`src/rtl/spi_regbank_pkg.sv`:
```
// Shared types and constants for the SPI register-bank peripheral.
// Frame layout: one rw bit, ADDR_W address bits, then DATA_W-bit words, all MSB first.
package spi_regbank_pkg;

    typedef enum logic [1:0] {
        IDLE   = 2'd0,
        HEADER = 2'd1,
        DATA   = 2'd2
    } state_t;

    localparam logic RW_WRITE = 1'b1;
    localparam logic RW_READ  = 1'b0;

    function automatic int header_bits(input int addr_w);
        return addr_w + 1;
    endfunction

endpackage

```
`src/rtl/spi_sync_edge.sv`:
```
// Multi-flop synchroniser for an asynchronous input, with one extra flop for
// rise/fall detection on the synchronised level.
module spi_sync_edge #(
    parameter int   STAGES = 2,
    parameter logic INIT   = 1'b0
) (
    input  logic clk,
    input  logic rst_n,
    input  logic din,
    output logic level,
    output logic rise,
    output logic fall
);

    logic [STAGES-1:0] chain;
    logic              prev;

    // NOTE: registers use non-blocking assignments so every flop samples the pre-edge value of its neighbour.
    always_ff @(posedge clk or negedge rst_n) begin
        if (!rst_n) begin
            chain <= {STAGES{INIT}};
            prev  <= INIT;
        end else begin
            chain <= {chain[STAGES-2:0], din};
            prev  <= chain[STAGES-1];
        end
    end

    assign level = chain[STAGES-1];
    assign rise  = level & ~prev;
    assign fall  = ~level & prev;

endmodule

```
`src/rtl/spi_regbank_peripheral.sv`:
```
// SPI mode-0 peripheral exposing NUM_REGS read/write configuration registers,
// with burst auto-increment, per-word commit and address/frame error pulses.
module spi_regbank_peripheral
    import spi_regbank_pkg::*;
#(
    parameter int DATA_W      = 8,
    parameter int NUM_REGS    = 5,
    parameter int ADDR_W      = 7,
    parameter int SYNC_STAGES = 2,
    parameter int BURST_EN    = 1
) (
    input  logic                       clk,
    input  logic                       rst_n,
    input  logic                       spi_sclk,
    input  logic                       spi_copi,
    input  logic                       spi_cs_n,
    output logic                       spi_cipo,
    output logic                       spi_cipo_oe,
    output logic [NUM_REGS*DATA_W-1:0] regs_o,
    output logic                       wr_stb_o,
    output logic [ADDR_W-1:0]          wr_addr_o,
    output logic [DATA_W-1:0]          wr_data_o,
    output logic                       addr_err_o,
    output logic                       frame_err_o
);

    localparam int HDR_BITS = header_bits(ADDR_W);
    localparam int SHIFT_W  = (HDR_BITS > DATA_W) ? HDR_BITS : DATA_W;
    localparam int CNT_W    = $clog2(SHIFT_W);
    localparam int AW1      = ADDR_W + 1;
    localparam logic [CNT_W-1:0] HDR_LAST  = CNT_W'(HDR_BITS - 1);
    localparam logic [CNT_W-1:0] WORD_LAST = CNT_W'(DATA_W - 1);
    localparam logic [AW1-1:0]   REG_LIMIT = AW1'(NUM_REGS);

    logic sclk_rise, sclk_fall, sclk_level_unused;
    logic cs_level, cs_rise, cs_fall;
    logic copi_s, copi_rise_unused, copi_fall_unused;

    spi_sync_edge #(.STAGES(SYNC_STAGES), .INIT(1'b0)) u_sclk_sync (
        .clk(clk), .rst_n(rst_n), .din(spi_sclk),
        .level(sclk_level_unused), .rise(sclk_rise), .fall(sclk_fall)
    );

    // cs_n idles high, so its chain resets high to avoid a phantom select after reset.
    spi_sync_edge #(.STAGES(SYNC_STAGES), .INIT(1'b1)) u_cs_sync (
        .clk(clk), .rst_n(rst_n), .din(spi_cs_n),
        .level(cs_level), .rise(cs_rise), .fall(cs_fall)
    );

    spi_sync_edge #(.STAGES(SYNC_STAGES), .INIT(1'b0)) u_copi_sync (
        .clk(clk), .rst_n(rst_n), .din(spi_copi),
        .level(copi_s), .rise(copi_rise_unused), .fall(copi_fall_unused)
    );

    state_t              state;
    logic [CNT_W-1:0]    bit_cnt;
    logic [SHIFT_W-2:0]  shift_in;
    logic                rw;
    logic [ADDR_W-1:0]   addr;
    logic [DATA_W-1:0]   rd_shift;
    logic                halted;

    logic [SHIFT_W-1:0]  next_shift;
    logic                hdr_rw;
    logic [ADDR_W-1:0]   hdr_addr;
    logic [ADDR_W-1:0]   addr_inc;
    logic [DATA_W-1:0]   word;

    // NOTE: every always_comb output is assigned on every path, so no latch can be inferred.
    always_comb begin
        next_shift = {shift_in, copi_s};
        hdr_rw     = next_shift[ADDR_W];
        hdr_addr   = next_shift[ADDR_W-1:0];
        word       = next_shift[DATA_W-1:0];
        addr_inc   = addr + ADDR_W'(1);
    end

    function automatic logic in_range(input logic [ADDR_W-1:0] a);
        return {1'b0, a} < REG_LIMIT;
    endfunction

    function automatic logic [DATA_W-1:0] reg_at(input logic [ADDR_W-1:0] a);
        logic [DATA_W-1:0] v;
        v = '0;
        for (int k = 0; k < NUM_REGS; k++)
            if (a == ADDR_W'(k)) v = regs_o[k*DATA_W +: DATA_W];
        return v;
    endfunction

    always_ff @(posedge clk or negedge rst_n) begin
        if (!rst_n) begin
            state       <= IDLE;
            bit_cnt     <= '0;
            shift_in    <= '0;
            rw          <= RW_READ;
            addr        <= '0;
            rd_shift    <= '0;
            halted      <= 1'b0;
            spi_cipo    <= 1'b0;
            spi_cipo_oe <= 1'b0;
            // NOTE: the register bank is an output with defined power-up values, so it is reset like any control flop.
            regs_o      <= '0;
            wr_stb_o    <= 1'b0;
            wr_addr_o   <= '0;
            wr_data_o   <= '0;
            addr_err_o  <= 1'b0;
            frame_err_o <= 1'b0;
        end else begin
            wr_stb_o    <= 1'b0;
            addr_err_o  <= 1'b0;
            frame_err_o <= 1'b0;
            spi_cipo_oe <= ~cs_level;

            if (cs_rise) begin
                // Deselect on a header/word boundary is clean; anything else drops the partial word.
                if (state != IDLE && bit_cnt != '0) frame_err_o <= 1'b1;
                state    <= IDLE;
                bit_cnt  <= '0;
                halted   <= 1'b0;
                spi_cipo <= 1'b0;
            end else if (cs_fall) begin
                state    <= HEADER;
                bit_cnt  <= '0;
                shift_in <= '0;
                halted   <= 1'b0;
                spi_cipo <= 1'b0;
            end else begin
                case (state)
                    HEADER: begin
                        if (sclk_rise) begin
                            shift_in <= next_shift[SHIFT_W-2:0];
                            if (bit_cnt == HDR_LAST) begin
                                rw       <= hdr_rw;
                                addr     <= hdr_addr;
                                bit_cnt  <= '0;
                                state    <= DATA;
                                rd_shift <= reg_at(hdr_addr);
                            end else begin
                                bit_cnt <= bit_cnt + CNT_W'(1);
                            end
                        end
                    end
                    DATA: begin
                        if (halted) begin
                            // Single-word mode: wait for deselect.
                        end else if (sclk_rise) begin
                            shift_in <= next_shift[SHIFT_W-2:0];
                            if (bit_cnt == WORD_LAST) begin
                                bit_cnt <= '0;
                                if (!in_range(addr)) begin
                                    addr_err_o <= 1'b1;
                                end else if (rw == RW_WRITE) begin
                                    for (int k = 0; k < NUM_REGS; k++)
                                        if (addr == ADDR_W'(k)) regs_o[k*DATA_W +: DATA_W] <= word;
                                    wr_stb_o  <= 1'b1;
                                    wr_addr_o <= addr;
                                    wr_data_o <= word;
                                end
                                if (BURST_EN != 0) begin
                                    addr     <= addr_inc;
                                    rd_shift <= reg_at(addr_inc);
                                end else begin
                                    halted <= 1'b1;
                                end
                            end else begin
                                bit_cnt <= bit_cnt + CNT_W'(1);
                            end
                        end else if (sclk_fall && rw == RW_READ) begin
                            spi_cipo <= rd_shift[DATA_W-1];
                            rd_shift <= {rd_shift[DATA_W-2:0], 1'b0};
                        end
                    end
                    default: ;
                endcase
            end
        end
    end

endmodule
```
`config.mk`:
```
export PLATFORM = sky130hd
export DESIGN_NAME = spi_regbank_peripheral
export DESIGN_NICKNAME = d
export VERILOG_FILES = /design/src/rtl/spi_regbank_pkg.sv /design/src/rtl/spi_sync_edge.sv /design/src/rtl/spi_regbank_peripheral.sv
export SDC_FILE = /design/constraint.sdc
export NUM_CORES = 1
export LEC_CHECK = 0
export CORE_UTILIZATION = 35
export DETAILED_ROUTE_END_ITERATION = 10
export GPL_TIMING_DRIVEN = 0
export PLACE_DENSITY = 0.59
export SETUP_SLACK_MARGIN = 0.15
export SLEW_MARGIN = 10
export SYNTH_ARGS = -nofsm -noshare
export SYNTH_HDL_FRONTEND = slang
export SYNTH_SLANG_ARGS = --single-unit
```
`constraint.sdc`:
```
create_clock -name clk -period 4.5 [get_ports clk]
set_input_delay 0.675 -clock clk [delete_from_list [all_inputs] [get_ports clk]]
set_output_delay 0.675 -clock clk [all_outputs]
set_load 0.02 [all_outputs]
```
# Word level (Yosys, flattened, before mapping)
# Index checks and enable logic that the tools add are counted.
dict set report word_totals {
  reg_bits 97
}
dict set report op_classes {
  n_addsub 2
  order_cmp 1
  n_eq_ne 26
  mux 65
  n_bitwise 12
  reduce_logical 28
}
# cell count
set ops {}
lappend ops {{$mux W8} 16}
lappend ops {{$mux W7} 8}
lappend ops {{$reduce_and A9 Y1} 5}
lappend ops {{$eq A7 B2 Y1 const B} 6}
lappend ops {{$pmux W7 S2} 2}
lappend ops {{$mux W1} 27}
lappend ops {{$reduce_and A8 Y1} 3}
lappend ops {{$eq A7 B1 Y1 const B} 3}
lappend ops {{$eq A7 B3 Y1 const B} 3}
lappend ops {{$logic_not A7 Y1} 3}
lappend ops {{$reduce_bool A3 Y1} 7}
lappend ops {{$pmux W8 S2} 1}
lappend ops {{$mux W3} 5}
lappend ops {{$ne A3 B3 Y1 const B} 4}
lappend ops {{$mux W2} 5}
lappend ops {{$ne A2 B2 Y1 const B} 5}
lappend ops {{$not A1 Y1} 8}
lappend ops {{$add A7 B1 Y7 const B} 1}
lappend ops {{$lt A7 B3 Y1 const B} 1}
lappend ops {{$pmux W3 S2} 1}
lappend ops {{$reduce_and A3 Y1} 2}
lappend ops {{$reduce_and A5 Y1} 1}
lappend ops {{$and A1 B1 Y1} 4}
lappend ops {{$ne A4 B4 Y1 const B} 1}
lappend ops {{10 further kinds} 12}

# Longest topological paths before layout
dict set report depth {
  word_depth 11
  depth_mapped 9
}

# By module
# A second synthesis with hierarchy kept.
dict set report hier_totals {
  hier_cells 452
  area_unflattened_um2 4933.5
}
# module instances cells_per_inst area_each_um2
set by_module_without_submodules {}
lappend by_module_without_submodules {spi_regbank_peripheral 1 437 4659.5}
lappend by_module_without_submodules {{spi_sync_edge at u_copi_sync ...} 2 5 90.1}
lappend by_module_without_submodules {{spi_sync_edge at u_cs_sync} 1 5 93.8}

# Worst setup path after synthesis
# OpenSTA, ideal clock, no wires.
dict set report synth_path {
  kind {flip-flop to flip-flop}
  from {register u_cs_sync.prev}
  to {register addr[2]}
  setup_ps 121
  arrival_ps 2220
  t_required_ps 4379
  setup_slack_ps 2158
  path_stages_with_launch 8
  path_buffers 2
  cell_sequence {dfstp_2 inv_1 ha_1 or4b_1 or3b_1 buf_2 buf_6 o22a_1}
}
dict set report synth_between {
  elab_chain_cells 4
  elab_cells_between_ends 6
  cone_classes {bitwise (5); reduce/logical (1)}
}
# item line
set synth_lines {}
lappend synth_lines {{start: declaration} spi_sync_edge.sv:16} ;# logic prev;
lappend synth_lines {{start signal: assignment} spi_sync_edge.sv:25} ;# prev <= chain[STAGES-1];
lappend synth_lines {{$not A1 Y1} spi_sync_edge.sv:30} ;# assign rise = level & ~prev;
lappend synth_lines {{$and A1 B1 Y1} spi_sync_edge.sv:30}
lappend synth_lines {{$not A1 Y1 (no source line)} -}
lappend synth_lines {{$reduce_and A8 Y1 (no source line) (*)} -}
lappend synth_lines {{end signal: assignment} spi_regbank_peripheral.sv:134} ;# addr <= hdr_addr;
lappend synth_lines {{end signal: assignment} spi_regbank_peripheral.sv:160} ;# addr <= addr_inc;
lappend synth_lines {{end: declaration} spi_regbank_peripheral.sv:59} ;# logic [ADDR_W-1:0] addr;
# Every way passes the cells marked *; elsewhere a longest branch is shown, timed or not.
# A chain may end at the register's enable or synchronous reset.

# Final worst setup path
dict set report layout_path {
  from {register addr[0]}
  to {register rd_shift[1]}
}
dict set report layout_between {
  elab_chain_cells 11
  elab_cells_between_ends 15
  cone_classes {add/sub (1); eq/ne (4); mux (9); reduce/logical (1)}
}
# item line
set layout_lines {}
lappend layout_lines {{$add A7 B1 Y7 (*)} spi_regbank_peripheral.sv:75} ;# addr_inc = addr + ADDR_W'(1);
lappend layout_lines {{$logic_not A7 Y1} spi_regbank_peripheral.sv:86} ;# if (a == ADDR_W'(k)) v = regs_o[k*DATA_W +: DATA_W];
lappend layout_lines {{$mux W8 (4 in series)} spi_regbank_peripheral.sv:86}
lappend layout_lines {{$mux W8 (*)} spi_regbank_peripheral.sv:86}
lappend layout_lines {{$mux W8 (*)} spi_regbank_peripheral.sv:148} ;# if (bit_cnt == WORD_LAST) begin
lappend layout_lines {{$mux W8 (*)} spi_regbank_peripheral.sv:146} ;# end else if (sclk_rise) begin
lappend layout_lines {{$mux W8 (*)} spi_regbank_peripheral.sv:144} ;# if (halted) begin
lappend layout_lines {{$pmux W8 S2 (*)} spi_regbank_peripheral.sv:128} ;# case (state)
lappend layout_lines {{end signal: assignment} spi_regbank_peripheral.sv:137} ;# rd_shift <= reg_at(hdr_addr);
lappend layout_lines {{end signal: assignment} spi_regbank_peripheral.sv:161} ;# rd_shift <= reg_at(addr_inc);
lappend layout_lines {{end signal: assignment} spi_regbank_peripheral.sv:170} ;# rd_shift <= {rd_shift[DATA_W-2:0], 1'b0};
lappend layout_lines {{end: declaration} spi_regbank_peripheral.sv:60} ;# logic [DATA_W-1:0] rd_shift;
# Every way passes the cells marked *; elsewhere a longest branch is shown, timed or not. The select of a mux whose other input is x is not followed.

==> qor.txt <==
overall global routing resource usage = 0.195
synth top area cells = dfrtp_1, mux2_2, mux2i_1
Worst-Margin Slew = 1.12 ns
fin crit period = 3.08 ns
net switching power = 435 uW
crit-path max cell delay = 0.96 ns
IO Pins = 65
final setup fails = 0
LEAKAGE = 2.59 nW
initial antenna violation count = 0
drt drc = 0
most used cell along the critical path = clkbuf_1
Synth cell types = 59
largest net degree at the start of global routing = 56
Cells after Synth = 423
EDFF count, synth = 0
PostCTS Resize Cnt = 0
post-CTS setup buffers = 0
commonest cells in the netlist = dfrtp_1, mux2_2, nor2_1, a21oi_1, clkbuf_1
# diodes = 0
FF-to-FF Start = addr[0]$_DFFE_PN0P_
chip width = 120 um
WP data required = 4.79 ns
CP max stage cell = nor3b_1
Seq/Total Area, Yosys = 0.493
FF-to-FF setup slack = 1.42 ns
FF+latch count, synth = 96
GR Overflow Total = 0
Setup Skew = 0.00859 ns
clk_lat worst skew = 0.35 ns
syn_area_per_cell = 11.5 um2
register share of total power = 0.510
first-pass GRT wire length = 21.5 mm
cts bufs inserted = 9
crit path from = addr[0]$_DFFE_PN0P_
r2r endpoint = rd_shift[1]$_DFFE_PN0P_
Rows = 42
Hold Path Class = input pin to asynchronous set/reset pin
part of the power in the clock network = 0.428
syn_nets = 441
CP Max Fanout = 9
outcome = complete, no violations
Syn-to-layout area delta = 24.0%
CP Data Arrival Time = 3.37 ns
post-synth top area share = 0.477
RSZ-0062 raised after global routing = no
Final period util = 0.685
internal power = 1.29 mW
Max-Cap Viols = 0
CP Buf/Inv Count = 3
DR vias = 3763
CP Depth = 8
Critical Path Source Type = flop
Final Cell Area = 6050 um2
count leader, synth = dfrtp_1
fmax = 324 MHz
Die Ht = 120 um
HPWL after DPL = 9.13 mm
core region area = 13400 um2
gpl congestion = 0.813
critical path type = flop to flop
number of global-route vias before repair = 3825
total iterations of the first detailed-routing run = 5
Cells after DPL = 664
type of element capturing the critical path = flop
Comb power frac = 0.062
crit-path cells = clkbuf_1, inv_1, ha_1, clkbuf_1, nor3b_1, a32oi_1, o21ai_0, a221o_1
Slew headroom = 0.251
CTS tree = yes
final std cells w/o fill = 680
Initial Utilization = 0.364
number of synthesis warnings = 0
multi-input logic area = 2280 um2
count of pins over their slew limit = 0
Fin. Hold Viols = 0
Seq. cell area = 2410 um2
hold buffer count at CTS = 0
full die area = 14400 um2
H-tree Lvls = 3
crit-path leading delay family = simple AND/OR/NAND/NOR gates
DRT iter0 DRCs = 269
sw frac = 0.252
DR WL/cell = 19.0 um
CTS max path bufs = 2
Critical Path End = rd_shift[1]$_DFFE_PN0P_
Post-Syn Area = 4880 um2
largest area contributor in the netlist = dfrtp_1
R2R depth = 8
Top FF cell, synth = dfrtp_1
nets = 517
port bufs = 64
Post-DP Area = 5760 um2
setup TNS = 0 ns
fillcell total = 1298
share of layout cells above drive strength 1 = 0.177
CTS sink cnt = 96
Routed Wire Length = 13.0 mm
Root Buffer = clkbuf_16
Vias per Instance = 5.53
PD cells = 286 nW/um2
antenna viol nets, final = 0
Worst-path clk slew = 0.07 ns
Max IR drop VDD = 0.225 mV
ys async rst share = 1.00
## power groups by stage
stage,Sequential (mW),Clock [mW],Combinational (mW)
global placement,0.899,0,0.103
global route,0.883,0.793,0.120
finish,0.882,0.739,0.107
CTS,0.882,0.758,0.110
floorplan,0.898,0,0.0621
detailed placement,0.898,0,0.109
## area by class of cell
cell class,count,share of cell area
sequential,96,0.398
clock buffer,10,0.0379
clock inverter,6,0.00890
buffer,32,0.0244
timing repair buffer,65,0.110
tap,176,0.0364
multi-input combinational,283,0.377
inverter,12,0.00745
## metal layers
| metal | up-vias | GRT usage | part of all wire |
|---|---|---|---|
| met1 | 1887 | 0.278 | 0.48 |
| met5 | - | 0 | 0 |
| li1 | 1727 | - | - |
| met2 | 133 | 0.288 | 0.45 |
| met4 | 0 | 0.0625 | 0.023 |
| met3 | 16 | 0.0485 | 0.054 |
## metrics by stage
step,worst slack (ns),power [mW],hold slack [ns],util
finish,1.42,1.73,0.316,0.451
CTS,1.45,1.75,0.340,0.451
global placement,-0.831,1.00,0.336,0.428
floorplan,2.16,0.960,0.331,-
detailed placement,1.59,1.01,0.335,0.430
global route,1.19,1.80,0.363,0.451
## flip-flops by register name, indices dropped and copies added, names as in the netlist, 2 cells and up
signal / cells
state: 2
u_copi_sync.chain: 2
wr_addr_o: 7
rd_shift: 8
shift_in: 7
u_sclk_sync.chain: 2
bit_cnt: 3
u_cs_sync.chain: 2
wr_data_o: 8
regs_o: 40
addr: 7
## logic make-up (layout without fill, tap and decap cells)
family                     count (synthesis)  after routing  share of synthesized area
buffers and inverters                     44            125                     0.0395
DFF                                       96             96                      0.493
muxes                                     69             69                      0.155
adders and majority gates                 13             13                     0.0334
AOI/OAI and AO/OA                        100            100                      0.158
and+or+nand+nor                          101            101                      0.121
## worst register-to-register path, delay by kind of cell (launching register included)
family | cells | cell delay (ns)
AOI/OAI and AO/OA | 3 | 0.69
DFF | 1 | 0.40
and+or+nand+nor | 1 | 0.96
adders and majority gates | 1 | 0.23
buffers and inverters | 3 | 0.74
## how the worst min path moves through the flow
stage,from,endpoint,depth (start not counted)
2_1_floorplan,u_copi_sync.chain[0]$_DFF_PN0_,u_copi_sync.chain[1]$_DFF_PN0_,0
3_3_place_gp,u_copi_sync.chain[0]$_DFF_PN0_,u_copi_sync.chain[1]$_DFF_PN0_,0
3_5_place_dp,u_copi_sync.chain[0]$_DFF_PN0_,u_copi_sync.chain[1]$_DFF_PN0_,0
4_1_cts,rst_n,frame_err_o$_DFF_PN0_,1
5_1_grt,u_copi_sync.chain[0]$_DFF_PN0_,u_copi_sync.chain[1]$_DFF_PN0_,0
6_report,rst_n,rw$_DFFE_PN0P_,1
## cells in the final DEF, fill, tap and decap left out, types with 4 or more instances in the layout
cell type         n
a21oi_1          18
a221o_1           7
a22o_1           11
a31oi_1           4
a32oi_1           8
and3b_1           4
buf_1             4
buf_2             7
clkbuf_1         19
clkbuf_16         9
clkdlybuf4s50_1  63
dfrtp_1          93
ha_1             13
inv_1            12
mux2_2           52
mux2i_1          17
nand2_1          12
nand2b_1         17
nand3_1           4
nand4_1           9
nor2_1           22
nor2b_1           7
nor3_1            6
nor3b_1           4
o211ai_1          7
o21ai_0          10
o22a_1            6
o32ai_1           6
Note: power is estimated with default switching activity, not from simulation.
